<file path="src/rtl/deser_pkg.sv">
// Shared state encoding and constants for the serial word collector.
// Optional parity output is enabled by defining DESER_PARITY_EN.
package deser_pkg;

    localparam int DESER_WIDTH_DEF = 8;

    typedef enum logic {
        IDLE  = 1'b0,
        SHIFT = 1'b1
    } deser_state_t;

    // Counter must hold values 0..WIDTH-1 with one spare bit of headroom.
    function automatic int deser_cnt_w(input int width);
        return $clog2(width) + 1;
    endfunction

endpackage

</file>
<file path="src/rtl/deser_hold.sv">
// Single-entry valid/ready output register; drops a word that arrives while
// full and not being drained. DESER_PARITY_EN adds a registered parity bit.
module deser_hold
    import deser_pkg::*;
#(
    parameter int WIDTH = DESER_WIDTH_DEF
) (
    input  logic             clk,
    input  logic             rst_n,
    input  logic             i_load,
    input  logic [WIDTH-1:0] i_data,
    input  logic             i_rdy,
    output logic [WIDTH-1:0] o_data,
    output logic             o_vld,
    output logic             o_neg,
`ifdef DESER_PARITY_EN
    output logic             o_par,
`endif
    output logic             o_ovf
);

    logic [WIDTH-1:0] r_data;
    logic             r_vld;
    logic             r_ovf;
    logic             w_take;
    logic             w_drop;

    // A drain on the same edge frees the slot, so a completing word never bubbles.
    assign w_take = i_load && (!r_vld || i_rdy);
    assign w_drop = i_load && r_vld && !i_rdy;

    always_ff @(posedge clk or negedge rst_n) begin
        if (!rst_n) begin
            r_data <= '0;
            r_vld  <= 1'b0;
            r_ovf  <= 1'b0;
        end else begin
            if (w_take) begin
                r_data <= i_data;
                r_vld  <= 1'b1;
            end else if (r_vld && i_rdy) begin
                r_vld  <= 1'b0;
            end
            if (w_drop) begin
                r_ovf <= 1'b1;
            end
        end
    end

`ifdef DESER_PARITY_EN
    logic r_par;

    always_ff @(posedge clk or negedge rst_n) begin
        if (!rst_n) begin
            r_par <= 1'b0;
        end else if (w_take) begin
            r_par <= ^i_data;
        end
    end

    assign o_par = r_vld & r_par;
`endif

    assign o_data = r_data;
    assign o_vld  = r_vld;
    assign o_neg  = r_vld & r_data[WIDTH-1];
    assign o_ovf  = r_ovf;

endmodule

</file>
<file path="src/rtl/deser_collect.sv">
// Collects LSB-first serial words framed by s_sof into a held parallel word.
// Defining DESER_PARITY_EN adds the p_par output.
//
//   state | meaning
//   IDLE  | waiting for a start-of-frame bit
//   SHIFT | collecting bits 1..WIDTH-1 of the current word
module deser_collect
    import deser_pkg::*;
#(
    parameter int WIDTH = DESER_WIDTH_DEF
) (
    input  logic             t_clk,
    input  logic             r,
    input  logic             s_in,
    input  logic             s_vld,
    input  logic             s_sof,
    output logic [WIDTH-1:0] p_data,
    output logic             p_vld,
    input  logic             p_rdy,
    output logic             p_neg,
`ifdef DESER_PARITY_EN
    output logic             p_par,
`endif
    output logic             ovf,
    output logic             ferr
);

    localparam int            CW       = deser_cnt_w(WIDTH);
    localparam logic [CW-1:0] CNT_ONE  = CW'(1);
    localparam logic [CW-1:0] CNT_LAST = CW'(WIDTH - 1);

    deser_state_t     r_state;
    deser_state_t     w_state_nxt;
    logic [CW-1:0]    r_cnt;
    logic [CW-1:0]    w_cnt_nxt;
    logic [WIDTH-1:0] r_sreg;
    logic [WIDTH-1:0] w_sreg_nxt;
    logic             r_ferr;

    logic [WIDTH-1:0] w_bit;
    logic [WIDTH-1:0] w_word;
    logic             w_load;
    logic             w_restart;

    assign w_bit = {{(WIDTH-1){1'b0}}, s_in};

    always_ff @(posedge t_clk or negedge r) begin
        if (!r) begin
            r_state <= IDLE;
            r_cnt   <= '0;
            r_sreg  <= '0;
            r_ferr  <= 1'b0;
        end else begin
            r_state <= w_state_nxt;
            r_cnt   <= w_cnt_nxt;
            r_sreg  <= w_sreg_nxt;
            r_ferr  <= w_restart;
        end
    end

    // Unwritten positions of r_sreg are always zero, so bits are merged by OR.
    always_comb begin
        w_state_nxt = r_state;
        w_cnt_nxt   = r_cnt;
        w_sreg_nxt  = r_sreg;
        case (r_state)
            IDLE: begin
                if (s_vld && s_sof) begin
                    w_state_nxt = SHIFT;
                    w_cnt_nxt   = CNT_ONE;
                    w_sreg_nxt  = w_bit;
                end
            end
            SHIFT: begin
                if (s_vld) begin
                    if (s_sof) begin
                        w_cnt_nxt  = CNT_ONE;
                        w_sreg_nxt = w_bit;
                    end else if (r_cnt == CNT_LAST) begin
                        w_state_nxt = IDLE;
                        w_cnt_nxt   = '0;
                        w_sreg_nxt  = '0;
                    end else begin
                        w_cnt_nxt  = r_cnt + CNT_ONE;
                        w_sreg_nxt = r_sreg | (w_bit << r_cnt);
                    end
                end
            end
            default: begin
                w_state_nxt = IDLE;
                w_cnt_nxt   = '0;
                w_sreg_nxt  = '0;
            end
        endcase
    end

    always_comb begin
        w_word    = r_sreg | (w_bit << r_cnt);
        w_load    = 1'b0;
        w_restart = 1'b0;
        if (r_state == SHIFT && s_vld) begin
            w_restart = s_sof;
            w_load    = !s_sof && (r_cnt == CNT_LAST);
        end
    end

    deser_hold #(
        .WIDTH (WIDTH)
    ) u_hold (
        .clk    (t_clk),
        .rst_n  (r),
        .i_load (w_load),
        .i_data (w_word),
        .i_rdy  (p_rdy),
        .o_data (p_data),
        .o_vld  (p_vld),
        .o_neg  (p_neg),
`ifdef DESER_PARITY_EN
        .o_par  (p_par),
`endif
        .o_ovf  (ovf)
    );

    assign ferr = r_ferr;

endmodule
</file>
<file path="config.mk">
export PLATFORM = sky130hd
export DESIGN_NAME = deser_collect
export DESIGN_NICKNAME = d
export VERILOG_FILES = /design/src/rtl/deser_pkg.sv /design/src/rtl/deser_hold.sv /design/src/rtl/deser_collect.sv
export SDC_FILE = /design/constraint.sdc
export NUM_CORES = 1
export LEC_CHECK = 0
export CORE_MARGIN = 10
export CORE_UTILIZATION = 51
export DETAILED_ROUTE_END_ITERATION = 10
export PLACE_DENSITY_LB_ADDON = 0.1
export SLEW_MARGIN = 20
export SYNTH_ARGS = -nofsm -noshare
export SYNTH_HDL_FRONTEND = slang
export SYNTH_SLANG_ARGS = --single-unit
</file>
<file path="constraint.sdc">
create_clock -name t_clk -period 1.8 [get_ports t_clk]
set_input_delay 0.27 -clock t_clk [delete_from_list [all_inputs] [get_ports t_clk]]
set_output_delay 0.27 -clock t_clk [all_outputs]
set_load 0.05 [all_outputs]
</file>
==> out/summary.txt <==
max-slew violations - 0
n_diodes - 0
worst path cell trace - clkdlybuf4s50_1
met1 WL - 1090 µm
Synth Register Bits - 24
syn_area_per_cell - 10.1 µm²
Final Util - 68.1%
Post-Syn Area - 0.00110 mm²
CTS Hold Bufs - 0
Top-Level Pins - 18
Worst-Margin Slew - 0.520 ns
Fill cells - 164
area delta synth->final - 24.4%
vias in the first global route - 818
Post-Route Skew - 0.0103 ns
Nets - 143
DR WL met3 - 137 µm
Critical Path AT - 1.43 ns
count leader, synth - dfrtp_1
global-route wire length before repair - 3980 µm
worst reg2reg path depth - 6
root buffer cell - clkbuf_4
metal2 WL - 1110 µm
top sig layer - met4
CTS sink cnt - 24
Routed wire per std cell - 14.6 µm
crit path max fanout - 1
Routed Antenna Nets - 0
final setup TNS - 0 ns
TritonRoute pass-1 iters - 4
fin worst setup slack - 0.102 ns
post-synthesis cell type count - 28
worst r2r src - r_cnt[0]$_DFFE_PN0P_
area of the core - 0.00200 mm²
I/O Buffers - 17
YS warnings - 0
Setup crit start kind - flip-flop
DRC Markers - 0
overall global routing resource usage - 11.5%
Die Area - 0.00440 mm²
Yosys top cell by area - dfrtp_1
most frequent cells after synthesis - dfrtp_1 (24), a21oi_1 (21), nand2_1 (9), nor2_1 (9)
initial DRC count - 42
Total Power - 1420 µW
Fmax achieved - 0.589 GHz
final hold vios - 0
Placer Congestion - 0.859
worst endpoint required time - 1.53 ns
worst setup path category - reg -> out
Synth area leaders - dfrtp_1 (55%), a21oi_1 (9.6%), nand2_1 (3.1%)
max cap viols - 0
clk_lat worst skew - 0.30 ns
post-synth top area share - 54.8%
final period utilization - 94.3%
worst rel slew slack - 65.3%
# rows - 16
EDFF count, synth - 0
Reg2Reg Setup Slack - 0.36 ns
vias per inst - 5.42
Clock Tree Buf Depth - 2
Die X - 66.4 µm
ys async rst share - 100%
GRT overflow - 0
status - finished, final reports clean
LEAKAGE - 0.000682 µW
PD cells - 1040 mW/mm²
Post-CTS Setup Bufs - 0
cell family with most CP delay - buffers and inverters
Critical-path top delay cell - clkdlybuf4s50_1
Synth Flop Type - dfrtp_1
Die Y-Extent - 66.4 µm
via count - 873
total CTS buffers - 3
DP Wirelength - 1730 µm
final WL - 2350 µm
CTS tree - built
largest net degree at the start of global routing - 25
share of cells above drive strength 1 - 21.6%
initial core utilization - 54.7%
register area share after synthesis - 54.8%
DP Worst Slack - 0.122 ns
Setup crit end kind - output port
CP max stage delay - 0.80 ns
Synthesized Nets - 115
Worst Hold Class - in -> async
Buf/Inv on CP - 1
Resized cells post-CTS - 0
Syn Inst Count - 108
Clock transition at path regs - 0.13 ns
CTS H-tree depth - 1
worst r2r dst - u_hold.o_data[2]$_DFFE_PN0P_
maximum vdd drop - 537 µV
crit path time final - 1.70 ns
final setup vio count - 0
RSZ-0062 raised after global routing - no
initial antenna violation count - 0
[state kept, by name, summed over array words and instances (netlist names)]
register,cells
ferr,1
r_cnt,4
r_sreg,8
r_state,1
u_hold.o_data,8
u_hold.o_ovf,1
u_hold.o_vld,1
[cell usage in the layout (no fill, tap or decap), types with 3 or more instances in the layout]
cell / n
buf_4: 19
nor2_1: 9
clkdlybuf4s50_1: 6
a41oi_1: 3
nand2_1: 9
a31oi_1: 4
nor2b_1: 4
a21oi_1: 21
inv_1: 3
nand2b_1: 4
dfrtp_1: 24
clkbuf_4: 3
[routing by layer]
| metal | GRT usage, % | vias up |
|---|---|---|
| met5 | 0 | - |
| met2 | 16.3 | 22 |
| met3 | 3.73 | 2 |
| li1 | - | 432 |
| met4 | 4.45 | 0 |
| met1 | 15.6 | 417 |
[cell families after synthesis]
| logic type | after synthesis | synth area share (%) |
|---|---|---|
| AOI/OAI and AO/OA | 37 | 19.6 |
| xor gates and xnor gates | 1 | 0.799 |
| adders and majority gates | 1 | 1.14 |
| buffers and inverters | 8 | 4.34 |
| DFF | 24 | 54.8 |
| and+or+nand+nor | 37 | 19.3 |
[report_power, final]
part / switching (µW) / internal (µW) / leakage (µW) / total, µW
clock: 147 / 77.9 / 0.0000138 / 225
sequential: 54.9 / 610 / 0.000318 / 665
combinational: 335 / 198 / 0.000350 / 533
total: 537 / 886 / 0.000682 / 1420
[through the flow]
step / instance area [µm²] / cells / hold slack, ns
global route: 1360 / 161 / 0.313
CTS: 1360 / 161 / 0.318
floorplan: 1100 / 108 / -0.0256
finish: 1360 / 161 / 0.312
detailed placement: 1340 / 158 / 0.445
global placement: 1340 / 158 / 0.437
[layout make-up]
class                           count  area [µm²]  area share (%)
Sequential cell                    24         601            44.0
Timing Repair Buffer               28         248            18.2
Clock buffer                        3        22.5            1.65
Tap cell                           27        33.8            2.48
Multi-Input combinational cell     76         448            32.8
Inverter                            3        11.3           0.826
[worst max-delay path by stage]
| stage | from | end | slack [ns] | cells past startpoint |
|---|---|---|---|---|
| 6_report | ferr$_DFF_PN0_ | ferr | 0.10 | 1 |
| 5_1_grt | ferr$_DFF_PN0_ | ferr | 0.02 | 1 |
| 4_1_cts | u_hold.o_vld$_DFFE_PN0P_ | p_vld | 0.04 | 1 |
| 3_5_place_dp | s_sof | u_hold.o_data[2]$_DFFE_PN0P_ | 0.12 | 6 |
| 3_3_place_gp | s_sof | r_sreg[6]$_DFFE_PN0P_ | 0.18 | 5 |
| 2_1_floorplan | r_cnt[0]$_DFFE_PN0P_ | u_hold.o_data[0]$_DFFE_PN0P_ | 0.33 | 6 |
No activity file was read; power rests on OpenSTA's default activity.
